==> config.mk <==
export PLATFORM = sky130hd
export DESIGN_NAME = sw_event_sequencer
export DESIGN_NICKNAME = d
export VERILOG_FILES = /design/src/rtl/sw_event_pkg.sv /design/src/rtl/sw_event_fifo.sv /design/src/rtl/sw_event_sequencer.sv
export SDC_FILE = /design/constraint.sdc
export NUM_CORES = 1
export LEC_CHECK = 0
export BUFFER_PORTS_ARGS = -buffer_cell sky130_fd_sc_hd__buf_2
export CORE_ASPECT_RATIO = 1.2
export CORE_MARGIN = 10
export CORE_UTILIZATION = 45
export CTS_BUF_LIST = sky130_fd_sc_hd__clkbuf_8
export DETAILED_ROUTE_END_ITERATION = 16
export GPL_TIMING_DRIVEN = 0
export PLACE_DENSITY = 0.65
export SLEW_MARGIN = 20
export SYNTH_ARGS = -nofsm -noshare
export SYNTH_HDL_FRONTEND = slang
export SYNTH_SLANG_ARGS = --single-unit
==> constraint.sdc <==
create_clock -name clk -period 5.15 [get_ports clk]
set_input_delay 1.545 -clock clk [delete_from_list [all_inputs] [get_ports clk]]
set_output_delay 1.545 -clock clk [all_outputs]
set_load 0.05 [all_outputs]
==> src/rtl/sw_event_pkg.sv <==
// Shared types and constants for the slide-switch PIO event sequencer.
package sw_event_pkg;

  typedef enum logic [3:0] {
    ST_RST,
    ST_INIT_MASK,
    ST_INIT_CLR,
    ST_IDLE,
    ST_CAP_REQ,
    ST_CAP_CLR,
    ST_LVL_REQ,
    ST_LVL_LAT,
    ST_PUSH
  } sw_seq_state_t;

  localparam logic [1:0] PIO_ADDR_DATA = 2'd0;
  localparam logic [1:0] PIO_ADDR_MASK = 2'd2;
  localparam logic [1:0] PIO_ADDR_EDGE = 2'd3;

  localparam int unsigned SW_WIDTH = 10;

  typedef struct packed {
    logic [SW_WIDTH-1:0] capture;
    logic [SW_WIDTH-1:0] level;
  } sw_event_t;

endpackage

==> src/rtl/sw_event_fifo.sv <==
// First-word-fall-through FIFO; a pop frees its slot for a push in the same cycle.
module sw_event_fifo #(
  parameter int unsigned DW    = 20,
  parameter int unsigned DEPTH = 4
) (
  input  logic          clk,
  input  logic          reset,
  input  logic          wr_en_i,
  input  logic [DW-1:0] wr_data_i,
  input  logic          rd_en_i,
  output logic [DW-1:0] rd_data_o,
  output logic          full_o,
  output logic          empty_o
);

  localparam int unsigned PTR_W = $clog2(DEPTH);
  localparam logic [PTR_W:0] DEPTH_CNT = (PTR_W+1)'(DEPTH);

  logic [DW-1:0]    mem_q [DEPTH];
  logic [PTR_W-1:0] wr_ptr_q, rd_ptr_q;
  logic [PTR_W:0]   count_q;
  logic             push, pop;

  assign empty_o   = (count_q == '0);
  assign full_o    = (count_q == DEPTH_CNT);
  assign pop       = rd_en_i && !empty_o;
  assign push      = wr_en_i && (!full_o || pop);
  // Head reads as zero when empty so the event outputs are clean after reset.
  assign rd_data_o = empty_o ? '0 : mem_q[rd_ptr_q];

  always_ff @(posedge clk) begin
    if (push) mem_q[wr_ptr_q] <= wr_data_i;
  end

  always_ff @(posedge clk) begin
    if (reset) begin
      wr_ptr_q <= '0;
      rd_ptr_q <= '0;
      count_q  <= '0;
    end else begin
      if (push) wr_ptr_q <= wr_ptr_q + PTR_W'(1);
      if (pop)  rd_ptr_q <= rd_ptr_q + PTR_W'(1);
      case ({push, pop})
        2'b10:   count_q <= count_q + (PTR_W+1)'(1);
        2'b01:   count_q <= count_q - (PTR_W+1)'(1);
        default: ;
      endcase
    end
  end

endmodule

==> src/rtl/sw_event_sequencer.sv <==
// Owns the slide-switch PIO: programs its IRQ mask, services each interrupt by
// reading capture and level, and queues {capture, level} events for a consumer.
module sw_event_sequencer
  import sw_event_pkg::*;
#(
  parameter int unsigned WIDTH      = 10,
  parameter int unsigned FIFO_DEPTH = 4
) (
  input  logic             clk,
  input  logic             reset,
  input  logic             irq_in,
  output logic [1:0]       pio_address,
  output logic             pio_chipselect,
  output logic             pio_write_n,
  output logic [31:0]      pio_writedata,
  input  logic [31:0]      pio_readdata,
  input  logic [WIDTH-1:0] cfg_mask,
  input  logic             cfg_load,
  output logic             evt_valid,
  input  logic             evt_ready,
  output logic [WIDTH-1:0] evt_capture,
  output logic [WIDTH-1:0] evt_level,
  output logic             evt_overflow,
  input  logic             ovf_clr,
  output logic             busy
);

  sw_seq_state_t     state_q, state_d;
  logic              cs_q, wr_n_q, busy_q, ovf_q;
  logic [1:0]        addr_q;
  logic [31:0]       wdata_q;
  logic [WIDTH-1:0]  cap_q, lvl_q;
  logic              push_req, fifo_full, fifo_empty, drop;
  logic [2*WIDTH-1:0] head;
  logic              unused_rd;

  assign unused_rd = ^pio_readdata;

  always_comb begin
    state_d = state_q;
    case (state_q)
      ST_RST:       state_d = ST_INIT_MASK;
      ST_INIT_MASK: state_d = ST_INIT_CLR;
      ST_INIT_CLR:  state_d = ST_IDLE;
      ST_IDLE: begin
        if (cfg_load)    state_d = ST_INIT_MASK;
        else if (irq_in) state_d = ST_CAP_REQ;
      end
      ST_CAP_REQ:   state_d = ST_CAP_CLR;
      ST_CAP_CLR:   state_d = ST_LVL_REQ;
      ST_LVL_REQ:   state_d = ST_LVL_LAT;
      ST_LVL_LAT:   state_d = ST_PUSH;
      ST_PUSH:      state_d = ST_IDLE;
      default:      state_d = ST_RST;
    endcase
  end

  // A capture of zero means the interrupt raced a clear; nothing to report.
  assign push_req = (state_q == ST_PUSH) && (cap_q != '0);
  assign drop     = push_req && fifo_full && !(evt_valid && evt_ready);

  // Bus outputs are registered from the next state so they line up with it.
  always_ff @(posedge clk) begin
    if (reset) begin
      state_q <= ST_RST;
      cs_q    <= 1'b0;
      wr_n_q  <= 1'b1;
      addr_q  <= PIO_ADDR_DATA;
      wdata_q <= '0;
      busy_q  <= 1'b1;
      cap_q   <= '0;
      lvl_q   <= '0;
      ovf_q   <= 1'b0;
    end else begin
      state_q <= state_d;
      busy_q  <= (state_d != ST_IDLE);
      cs_q    <= 1'b0;
      wr_n_q  <= 1'b1;
      addr_q  <= PIO_ADDR_DATA;
      wdata_q <= '0;
      case (state_d)
        ST_INIT_MASK: begin
          cs_q    <= 1'b1;
          wr_n_q  <= 1'b0;
          addr_q  <= PIO_ADDR_MASK;
          wdata_q <= 32'(cfg_mask);
        end
        ST_INIT_CLR, ST_CAP_CLR: begin
          cs_q   <= 1'b1;
          wr_n_q <= 1'b0;
          addr_q <= PIO_ADDR_EDGE;
        end
        ST_CAP_REQ: begin
          cs_q   <= 1'b1;
          addr_q <= PIO_ADDR_EDGE;
        end
        ST_LVL_REQ: begin
          cs_q   <= 1'b1;
          addr_q <= PIO_ADDR_DATA;
        end
        default: ;
      endcase
      if (state_q == ST_CAP_CLR) cap_q <= pio_readdata[WIDTH-1:0];
      if (state_q == ST_LVL_LAT) lvl_q <= pio_readdata[WIDTH-1:0];
      if (drop)         ovf_q <= 1'b1;
      else if (ovf_clr) ovf_q <= 1'b0;
    end
  end

  sw_event_fifo #(
    .DW    (2*WIDTH),
    .DEPTH (FIFO_DEPTH)
  ) u_fifo (
    .clk       (clk),
    .reset     (reset),
    .wr_en_i   (push_req),
    .wr_data_i ({cap_q, lvl_q}),
    .rd_en_i   (evt_ready),
    .rd_data_o (head),
    .full_o    (fifo_full),
    .empty_o   (fifo_empty)
  );

  assign pio_chipselect = cs_q;
  assign pio_write_n    = wr_n_q;
  assign pio_address    = addr_q;
  assign pio_writedata  = wdata_q;
  assign busy           = busy_q;
  assign evt_overflow   = ovf_q;
  assign evt_valid      = !fifo_empty;
  assign evt_capture    = head[2*WIDTH-1:WIDTH];
  assign evt_level      = head[WIDTH-1:0];

endmodule

==> results.tsv <==
metric	value	unit
synthCells	361	
rsz0062_at_grt	false	
setup_tns	0	ns
die_area	15980	µm²
critPathKind	reg -> out	
multi_input_area	1530	µm²
place_area	5642	µm²
ys_ff_latch	129	
postCtsHoldBufs	0	
worst_pin_slew	0.8103	ns
dr.pass1.iters	4	
first_iter_violations	108	
clk_path_buf_depth	2	
fmax	276.7	MHz
dp_hpwl	6641	µm
place_ws	1.691	ns
cts-root-buf	clkbuf_8	
grt.overflow.total	0	
num_io_pins	107	
hold_path.class	reg -> reg	
crit_required	3.61	ns
critPathArrivalTime	2.07	ns
r2r-start	state_q[3]	
cts_tree	yes	
syn_to_final_growth	19.04	%
cts.sinks	129	
ys_seq_area_share	66.50	%
avgRoutedWirePerCell	16.18	µm
yosysWarnings	0	
postCtsSetupBuffers	0	
cellLeakagePower	2.292	nW
reg2reg_slack	2.68	ns
cp-endpoint	evt_capture[8]	
rr_worst_depth	6	
relSlewSlack	45.75	%
post_cts_resized	0	
worstSkewPairLatency	0.42	ns
critPathCaptureType	output port	
r2r_end	u_fifo.mem_q[3][3]	
fin_skew	0.006481	ns
die_h	136.5	µm
fin_ws	1.536	ns
synthDistinctLibCells	41	
grt_max_degree	21	
port-buffer-count	61	
fin_crit_sh	70.18	%
fin_util	54.88	%
diodes	0	
drc_errors	0	
seq_area	3383	µm²
fin_area	6056	µm²
powerDensity	485.5	nW/µm²
final_layout_size_suffix_gt1_share	31.79	%
core_area	11040	µm²
path_clk_slew	0.07	ns
grt_usage	12.94	%
numCtsBuffers	17	
n_fill_cell	951	
routed_via_density	4.865	
htree_levels	4	
slew_violations	0	
grt_pass1_vias	3094	
start_util	46.10	%
antenna_found_initial	0	
hold_violations	0	
syn_avg_cell_area	14.09	µm²
gp_congestion	0.7655	
die_x	117.1	µm
worstSetupStartpointType	flop	
finalSetupViolCount	0	
ant_nets	0	
grt_pass1_wl	15370	µm
num_vias	2953	
path_max_fanout	10	
finalWirelength	9824	µm
nets	515	
syn_area	5087	µm²
num_rows	42	
finalCriticalPeriod	3.614	ns
maxCapViolCount	0	
ir_drop	0.2110	mV
outcome	finished, final reports clean	
## per-stage QoR
step,hold slack (ns),total power [mW],cells
floorplan,0.4600,1.901,382
global placement,0.4769,2.094,575
detailed placement,0.4906,2.105,575
CTS,0.5001,2.976,607
global route,0.5203,3.072,607
finish,0.4964,2.940,607
## cell type report
class	instances	share of cell area, %
Multi-Input combinational cell	209	25.27
Tap cell	132	2.727
Buffer	37	3.905
Timing Repair Buffer	61	5.041
Inverter	7	0.4339
Clock inverter	15	2.893
Sequential cell	129	55.87
Clock buffer	17	3.864
## report_power, final
group,switching (mW),total (mW),internal [mW],leakage (nW)
clock network,0.367,0.882,0.515,0.212
registers,0.0209,1.13,1.11,1.14
logic,0.649,0.924,0.275,0.941
total,1.04,2.94,1.90,2.29
## synthesized netlist by cell type, drive strengths merged
cell | instances | area share, %
edfxtp | 80 | 47
dfxtp | 49 | 19
nand2 | 46 | 3.4
buf | 27 | 3.9
a21oi | 24 | 2.4
nor2b | 24 | 3.0
mux4 | 20 | 8.9
nor2 | 17 | 1.3
and2 | 14 | 1.7
clkbuf | 10 | 0.74
inv | 7 | 0.52
ha | 4 | 0.98
nor3 | 4 | 0.39
nor3b | 3 | 0.64
or3 | 3 | 0.37
xnor2 | 3 | 0.52
mux2 | 2 | 0.52
mux2i | 2 | 0.39
nand2b | 2 | 0.25
nor4 | 2 | 0.25
o31a | 2 | 0.34
a21o | 1 | 0.15
a22oi | 1 | 0.25
a31oi | 1 | 0.42
and2b | 1 | 0.15
conb | 1 | 0.074
fa | 1 | 0.39
nand4b | 1 | 0.17
nor4b | 1 | 0.17
o21a | 1 | 0.15
o21ai | 1 | 0.098
o22ai | 1 | 0.25
o31ai | 1 | 0.15
or2 | 1 | 0.12
or3b | 1 | 0.17
or4b | 1 | 0.27
xor2 | 1 | 0.17
## sequential cells by signal (all words and copies together), names as in the netlist, named ones only
signal           cells
pio_address          2
state_q              4
cap_q               10
u_fifo.mem_q        80
u_fifo.wr_ptr_q      2
evt_overflow         1
pio_write_n          1
busy                 1
u_fifo.rd_ptr_q      2
lvl_q               10
u_fifo.count_q       3
pio_chipselect       1
pio_writedata       10
## routing by layer
layer / wire (µm) / share of wire [%] / up-vias / GRT usage [%]
met5: 0 / 0 / - / 0
met4: 145 / 1.5 / 0 / 5.227
met3: 784 / 8.0 / 12 / 5.688
met2: 5162 / 53 / 75 / 22.03
met1: 3731 / 38 / 1425 / 13.63
li1: - / - / 1441 / -
## cells in the final DEF (no fill, tap or decap), types with 3 or more instances in the layout
cell type and n:
a21oi_1 24, and2_1 10, and2_2 4, buf_2 64, buf_4 23, bufinv_16 4, clkbuf_1 10, clkbuf_8 17
clkinv_2 5, conb_1 22, dfxtp_1 49, edfxtp_1 80, ha_1 4, inv_1 9, mux4_2 20, nand2_1 46
nor2_1 17, nor2b_1 24, nor3_1 3, or3_1 3, xnor2_1 3
## cell families after synthesis
kind of cell    share of synthesized area [%]
flops                                   66.50
simple gates                            12.27
buf+inv                                 5.165
compound gates                          4.157
mux                                     9.764
fa+ha+maj                               1.377
xor+xnor                               0.6888
other cells                           0.07371
## worst min path at each step
stage / slack (ns) / cells after the start / from / end
final: 0.50 / 2 / lvl_q[4] / lvl_q[4]
after CTS: 0.50 / 2 / lvl_q[7] / lvl_q[7]
after global placement: 0.48 / 0 / lvl_q[4] / u_fifo.mem_q[2][4]
after detailed placement: 0.49 / 2 / lvl_q[7] / lvl_q[7]
after global routing: 0.52 / 2 / lvl_q[4] / lvl_q[4]
after floorplan: 0.46 / 0 / lvl_q[0] / u_fifo.mem_q[0][0]
## worst max-delay path, cell delays in order, from the launching register on
cell      delay, ns
dfxtp_1        0.33
clkbuf_1       0.53
mux4_2         0.41
nor2b_1        0.14
buf_2          0.23
(Power assumes the default switching activity.)
